`config.mk`:
```
export PLATFORM = sky130hd
export DESIGN_NAME = miriscv_hazard_unit
export DESIGN_NICKNAME = d
export VERILOG_FILES = /design/src/rtl/miriscv_hazard_unit.sv
export SDC_FILE = /design/constraint.sdc
export NUM_CORES = 1
export LEC_CHECK = 0
export CORE_ASPECT_RATIO = 1.25
export CORE_MARGIN = 3
export CORE_UTILIZATION = 35
export CTS_CLUSTER_DIAMETER = 120
export DETAILED_ROUTE_END_ITERATION = 10
export HOLD_SLACK_MARGIN = 0.03
export REMOVE_ABC_BUFFERS = 1
export SLEW_MARGIN = 20
export SYNTH_ARGS = -nofsm -noshare
export SYNTH_HDL_FRONTEND = slang
export SYNTH_SLANG_ARGS = --single-unit
```
`constraint.sdc`:
```
create_clock -name clk_i -period 3.84 [get_ports clk_i]
set_clock_uncertainty 0.1 [all_clocks]
set_input_delay 0.768 -clock clk_i [delete_from_list [all_inputs] [get_ports clk_i]]
set_output_delay 0.768 -clock clk_i [all_outputs]
set_load 0.05 [all_outputs]
```
`src/rtl/miriscv_hazard_unit.sv`:
```
// Purpose : RAW-hazard resolver for the D->E->M pipe: operand bypass selects plus stall/bubble control.
// Latency : bypass/stall/bubble outputs are combinational from shadow state and D inputs; shadows update on clk_i.
// Backpressure: M stalls on !m_ready_i, E stalls on !e_ready_i or an M stall, and D stalls on a hazard or an E stall.
//
// Ports:
//   clk_i, arstn_i                  clock, asynchronous active-low reset
//   d_*_i                           fields of the instruction currently in D
//   e_ready_i / m_ready_i           E result complete / M stage complete
//   flush_i                         redirect: discard the instruction in D this cycle
//   rs1_bypass_o / rs2_bypass_o     operand mux selects (0 none, 1 from E, 2 from M)
//   d_stall_o, e_stall_o, m_stall_o stage hold controls
//   e_bubble_o                      load a NOP into E this cycle
//   stall_cnt_o                     saturating count of cycles with a valid D held by a stall
module miriscv_hazard_unit #(
   parameter int STALL_CNT_W = 32
) (
   input  logic                   clk_i,
   input  logic                   arstn_i,
   input  logic                   d_valid_i,
   input  logic [4:0]             d_rs1_addr_i,
   input  logic [4:0]             d_rs2_addr_i,
   input  logic                   d_rs1_used_i,
   input  logic                   d_rs2_used_i,
   input  logic [4:0]             d_rd_addr_i,
   input  logic                   d_we_i,
   input  logic                   d_is_load_i,
   input  logic                   d_is_mdu_i,
   input  logic                   e_ready_i,
   input  logic                   m_ready_i,
   input  logic                   flush_i,
   output logic [1:0]             rs1_bypass_o,
   output logic [1:0]             rs2_bypass_o,
   output logic                   d_stall_o,
   output logic                   e_stall_o,
   output logic                   m_stall_o,
   output logic                   e_bubble_o,
   output logic [STALL_CNT_W-1:0] stall_cnt_o
);

   localparam logic [1:0] NO_BYPASS = 2'd0;
   localparam logic [1:0] BYPASS_E  = 2'd1;
   localparam logic [1:0] BYPASS_M  = 2'd2;

   // Shadow copies of the instructions occupying E and M
   logic                   r_e_valid;
   logic                   r_e_we;
   logic                   r_e_is_load;
   logic                   r_e_is_mdu;
   logic [4:0]             r_e_rd;
   logic                   r_m_valid;
   logic                   r_m_we;
   logic                   r_m_is_load;
   logic [4:0]             r_m_rd;
   logic [STALL_CNT_W-1:0] r_stall_cnt;

   logic       w_m_stall;
   logic       w_e_stall;
   logic       w_e_fwd_ok;
   logic       w_m_fwd_ok;
   logic [2:0] w_rs1_res;
   logic [2:0] w_rs2_res;
   logic       w_hazard;
   logic       w_d_stall;
   logic       w_issue;

   // x0 is never a real dependency, so it can neither forward nor stall
   function automatic logic f_hit(input logic       used,
                                  input logic [4:0] rs,
                                  input logic       vld,
                                  input logic       we,
                                  input logic [4:0] rd);
      return used & vld & we & (rd == rs) & (rs != 5'd0);
   endfunction

   // Returns {hazard, select}; the youngest producer (E) shadows an older one in M
   function automatic logic [2:0] f_resolve(input logic hit_e,
                                            input logic hit_m,
                                            input logic e_ok,
                                            input logic m_ok);
      if (hit_e)
         return e_ok ? {1'b0, BYPASS_E} : {1'b1, NO_BYPASS};
      else if (hit_m)
         return m_ok ? {1'b0, BYPASS_M} : {1'b1, NO_BYPASS};
      else
         return {1'b0, NO_BYPASS};
   endfunction

   always_comb begin
      w_m_stall  = r_m_valid & ~m_ready_i;
      w_e_stall  = r_e_valid & (~e_ready_i | w_m_stall);
      // A load's data only exists at the end of M; an MDU result only once E reports ready
      w_e_fwd_ok = ~r_e_is_load & (~r_e_is_mdu | e_ready_i);
      w_m_fwd_ok = ~r_m_is_load | m_ready_i;
      w_rs1_res  = f_resolve(f_hit(d_rs1_used_i, d_rs1_addr_i, r_e_valid, r_e_we, r_e_rd),
                             f_hit(d_rs1_used_i, d_rs1_addr_i, r_m_valid, r_m_we, r_m_rd),
                             w_e_fwd_ok, w_m_fwd_ok);
      w_rs2_res  = f_resolve(f_hit(d_rs2_used_i, d_rs2_addr_i, r_e_valid, r_e_we, r_e_rd),
                             f_hit(d_rs2_used_i, d_rs2_addr_i, r_m_valid, r_m_we, r_m_rd),
                             w_e_fwd_ok, w_m_fwd_ok);
      w_hazard   = w_rs1_res[2] | w_rs2_res[2];
      // A flush releases D so fetch can redirect, even while E is held
      w_d_stall  = d_valid_i & ~flush_i & (w_hazard | w_e_stall);
      w_issue    = d_valid_i & ~flush_i & ~w_d_stall;
   end

   assign rs1_bypass_o = w_rs1_res[1:0];
   assign rs2_bypass_o = w_rs2_res[1:0];
   assign d_stall_o    = w_d_stall;
   assign e_stall_o    = w_e_stall;
   assign m_stall_o    = w_m_stall;
   // Gated by reset so the bubble request is quiet while the core is held in reset
   assign e_bubble_o   = arstn_i & ~w_e_stall & ~w_issue;
   assign stall_cnt_o  = r_stall_cnt;

   always_ff @(posedge clk_i or negedge arstn_i) begin
      if (!arstn_i) begin
         r_e_valid   <= 1'b0;
         r_e_we      <= 1'b0;
         r_e_is_load <= 1'b0;
         r_e_is_mdu  <= 1'b0;
         r_e_rd      <= 5'd0;
         r_m_valid   <= 1'b0;
         r_m_we      <= 1'b0;
         r_m_is_load <= 1'b0;
         r_m_rd      <= 5'd0;
         r_stall_cnt <= '0;
      end else begin
         if (!w_m_stall) begin
            if (r_e_valid && !w_e_stall) begin
               r_m_valid   <= 1'b1;
               r_m_we      <= r_e_we;
               r_m_is_load <= r_e_is_load;
               r_m_rd      <= r_e_rd;
            end else begin
               r_m_valid   <= 1'b0;
            end
         end
         if (!w_e_stall) begin
            if (w_issue) begin
               r_e_valid   <= 1'b1;
               r_e_we      <= d_we_i;
               r_e_is_load <= d_is_load_i;
               r_e_is_mdu  <= d_is_mdu_i;
               r_e_rd      <= d_rd_addr_i;
            end else begin
               r_e_valid   <= 1'b0;
            end
         end
         if (w_d_stall && (r_stall_cnt != {STALL_CNT_W{1'b1}}))
            r_stall_cnt <= r_stall_cnt + 1'b1;
      end
   end

endmodule
```
==> flow_metrics.env <==
export IMPL_outcome="finished, final reports clean"
export IMPL_clk_latency_ns=0.29
export IMPL_end_kind="output pin"
export IMPL_grt_max_degree=50
export IMPL_diodes=0
export IMPL_period_needed_ns=3.78
export IMPL_core_um2=7100
export IMPL_powerDensity_nw_per_um2=376
export IMPL_die_area_um2=8540
export IMPL_grt_pass1_vias=2147
export IMPL_fin_nets=352
export IMPL_path_clk_slew_ns=0.08
export IMPL_synth_xor_area_share_pct=17.4
export IMPL_arrival_ns=2.91
export IMPL_drt_drc_violations_left=0
export IMPL_num_io_pins=66
export IMPL_synthAdderAreaFrac_pct=0.479
export IMPL_synth_area_um2=2610
export IMPL_tightest_slew_ns=0.614
export IMPL_cts_setup_buffers=0
export IMPL_setup_violations=0
export IMPL_cts_root_buf="clkbuf_8"
export IMPL_drt_iter0_drc=47
export IMPL_synth_cell_types=40
export IMPL_grt_overflow_total=0
export IMPL_combPwrFrac_pct=28.4
export IMPL_fp_dieH_um=103
export IMPL_drt_pass1_iter_count=4
export IMPL_antenna_found_initial=0
export IMPL_cts_tree="done"
export IMPL_rows=34
export IMPL_path_delay_family="simple AND/OR/NAND/NOR gates"
export IMPL_ys_seq_elements=49
export IMPL_clock_path_buffers=2
export IMPL_crit_buf_inv=3
export IMPL_drive_gt1_share_pct=22.8
export IMPL_slowest_delay_ns=0.56
export IMPL_finalCritPeriodShare_pct=98.4
export IMPL_timing_hold_ws_ns=0.392
export IMPL_required_ns=2.97
export IMPL_power_internal_uw=933
export IMPL_vdd_drop_max_mv=0.240
export IMPL_crit_chain="dlygate4sd2_1 -> or4_1 -> o21ai_2 -> nor3_1 -> a22o_1 -> a221o_2 -> nor2_4 -> inv_1 -> and3_1 -> buf_6"
export IMPL_slew_violations=0
export IMPL_slew_limit_headroom_pct=59.1
export IMPL_synth_seq_area_share_pct=46.9
export IMPL_cp_slowest_cell="or4_1"
export IMPL_ant_nets=0
export IMPL_switchingPower_uw=432
export IMPL_synthCells=237
export IMPL_start_util_pct=36.8
export IMPL_die_w_um=83.3
export IMPL_cp_max_fo=3
export IMPL_gp_congestion=0.803
export IMPL_track_usage_pct=15.2
export IMPL_power_frac_seq_pct=49.6
export IMPL_synthSimpleGateAreaFrac_pct=24.2
export IMPL_vias=2059
export IMPL_numCtsBuffers=5
export IMPL_power_leakage_uw=0.00164
export IMPL_yosys_warnings=0
export IMPL_swShare_pct=31.6
export IMPL_final_util_pct=51.1
export IMPL_postSynth_asyncResetShare_pct=100
export IMPL_hold_path_class="reg -> reg"
export IMPL_max_clock_freq_mhz=265
export IMPL_viasPerCell=4.96
export IMPL_hold_viol_final=0
export IMPL_syn_area_per_cell_um2=11.0
export IMPL_synthFlopType="dfrtp_1"
export IMPL_clock_sinks=49
export IMPL_htreeDepth=2
export IMPL_worstSetupPathType="in -> out"
export IMPL_clkPwrFrac_pct=22.0
export IMPL_hpwlAfterDp_um=4710
export IMPL_synth_top_family_by_area="simple AND/OR/NAND/NOR gates"
export IMPL_synth_compound_area_share_pct=1.77
export IMPL_tns_ns=0
export IMPL_port_buffers=65
export IMPL_cts_hold_buf=0
export IMPL_drv_cap=0
export IMPL_nFillCells=653
export IMPL_grt_pass1_wl_um=10600
export IMPL_power_uw=1370
export IMPL_synthMuxAreaShare_pct=6.90
export IMPL_wirelength_um=6300
export IMPL_area_growth_pct=39.0
export IMPL_synth_edf_count=0
export IMPL_wl_per_cell_um=15.2
export IMPL_cp_start_kind="input port"
==> final cells by class <==
| cell class | count | area (um2) | area share (%) |
|---|---|---|---|
| well taps | 90 | 113 | 3.10 |
| inverters | 6 | 22.5 | 0.620 |
| flip-flops and latches | 49 | 1230 | 33.8 |
| clock buffers | 7 | 86.3 | 2.38 |
| multi-input cells | 178 | 1360 | 37.4 |
| repair buffers | 85 | 826 | 22.7 |
==> routing by layer <==
metal	GRT usage, %	part of all wire, %
met1	18.8	43
met2	27.0	51
met4	3.65	1.0
met3	3.44	4.9
met5	0	0
==> placed cells by master, fill, tap and decap left out, types with 4 or more instances in the layout <==
cell type | netlist | final
and3_1 | 7 | 7
and4_1 | 4 | 4
buf_12 | 0 | 4
buf_4 | 1 | 20
clkbuf_8 | 0 | 6
clkdlybuf4s50_1 | 0 | 48
dfrtp_1 | 49 | 49
dlygate4sd2_1 | 0 | 10
inv_1 | 6 | 6
mux2_2 | 15 | 15
nand2_1 | 19 | 19
nand3_1 | 16 | 16
nand4_1 | 8 | 8
nor2_1 | 12 | 12
nor3_1 | 7 | 6
nor3_2 | 10 | 11
nor4_1 | 5 | 5
xnor2_1 | 25 | 24
xor2_1 | 25 | 25
==> cells in the mapped netlist (2+ instances only) <==
| cell type | number | area [um2] |
|---|---|---|
| xor2_1 | 25 | 219 |
| nand2b_1 | 2 | 12.5 |
| and3_1 | 7 | 43.8 |
| nor4_1 | 5 | 31.3 |
| and4_1 | 4 | 35.0 |
| nand4_1 | 8 | 50.1 |
| nor3_1 | 7 | 35.0 |
| nand3_1 | 16 | 80.1 |
| dfrtp_1 | 49 | 1230 |
| nor2b_1 | 2 | 12.5 |
| nor2_1 | 12 | 45.0 |
| nand2_1 | 19 | 71.3 |
| inv_1 | 6 | 22.5 |
| nor3_2 | 10 | 100 |
| or4_1 | 2 | 15.0 |
| mux2_2 | 15 | 169 |
| xnor2_1 | 25 | 219 |
==> path summary, 6_finish.rpt <==
path / from / endpoint / slack [ns] / cells after the start
worst max-delay path: d_rs1_addr_i[0] / e_bubble_o / 0.06 / 10
min in group asynchronous: arstn_i / stall_cnt_o[22]$_DFFE_PN0P_ / 0.56 / 2
max in group asynchronous: arstn_i / stall_cnt_o[21]$_DFFE_PN0P_ / 2.68 / 2
worst max register to register: stall_cnt_o[6]$_DFFE_PN0P_ / stall_cnt_o[17]$_DFFE_PN0P_ / 1.05 / 9
worst min-delay path: stall_cnt_o[12]$_DFFE_PN0P_ / stall_cnt_o[12]$_DFFE_PN0P_ / 0.39 / 1
worst min register to register: stall_cnt_o[12]$_DFFE_PN0P_ / stall_cnt_o[12]$_DFFE_PN0P_ / 0.39 / 1
==> kinds of logic (layout without fill, tap and decap cells) <==
kind of cell,after synthesis,count (layout)
flops,49,49
xor+xnor,51,51
buf+inv,10,98
compound gates,6,6
fa+ha+maj,1,1
mux,16,16
simple gates,104,104
==> through the flow <==
step	instance area [um2]	setup WS (ns)	std cells
after global placement	3520	-0.157	408
after CTS	3610	0.0429	415
final	3630	0.0628	415
after global routing	3630	-0.00476	415
after floorplan	2570	0.273	233
after detailed placement	3520	-0.180	408
==> state kept, by name, summed over array words and instances (netlist names) <==
register,cells
r_e_is_load,1
r_e_is_mdu,1
r_e_rd,5
r_e_valid,1
r_e_we,1
r_m_is_load,1
r_m_rd,5
r_m_valid,1
r_m_we,1
stall_cnt_o,32
==> power groups by stage <==
stage	Clock, uW	Sequential, uW	Combinational (uW)
4_1_cts	318	679	392
6_report	301	677	387
3_3_place_gp	0	685	386
3_5_place_dp	0	689	390
5_1_grt	338	691	419
2_1_floorplan	0	727	199
==> timing repair <==
action | CTS | global route
endpoints found under the setup margin | 2 | 2
pin swaps | 3 | 3
resized for setup | 15 | 3
endpoints found under the hold margin | 0 | 0
No activity file was read; power rests on OpenSTA's default activity.
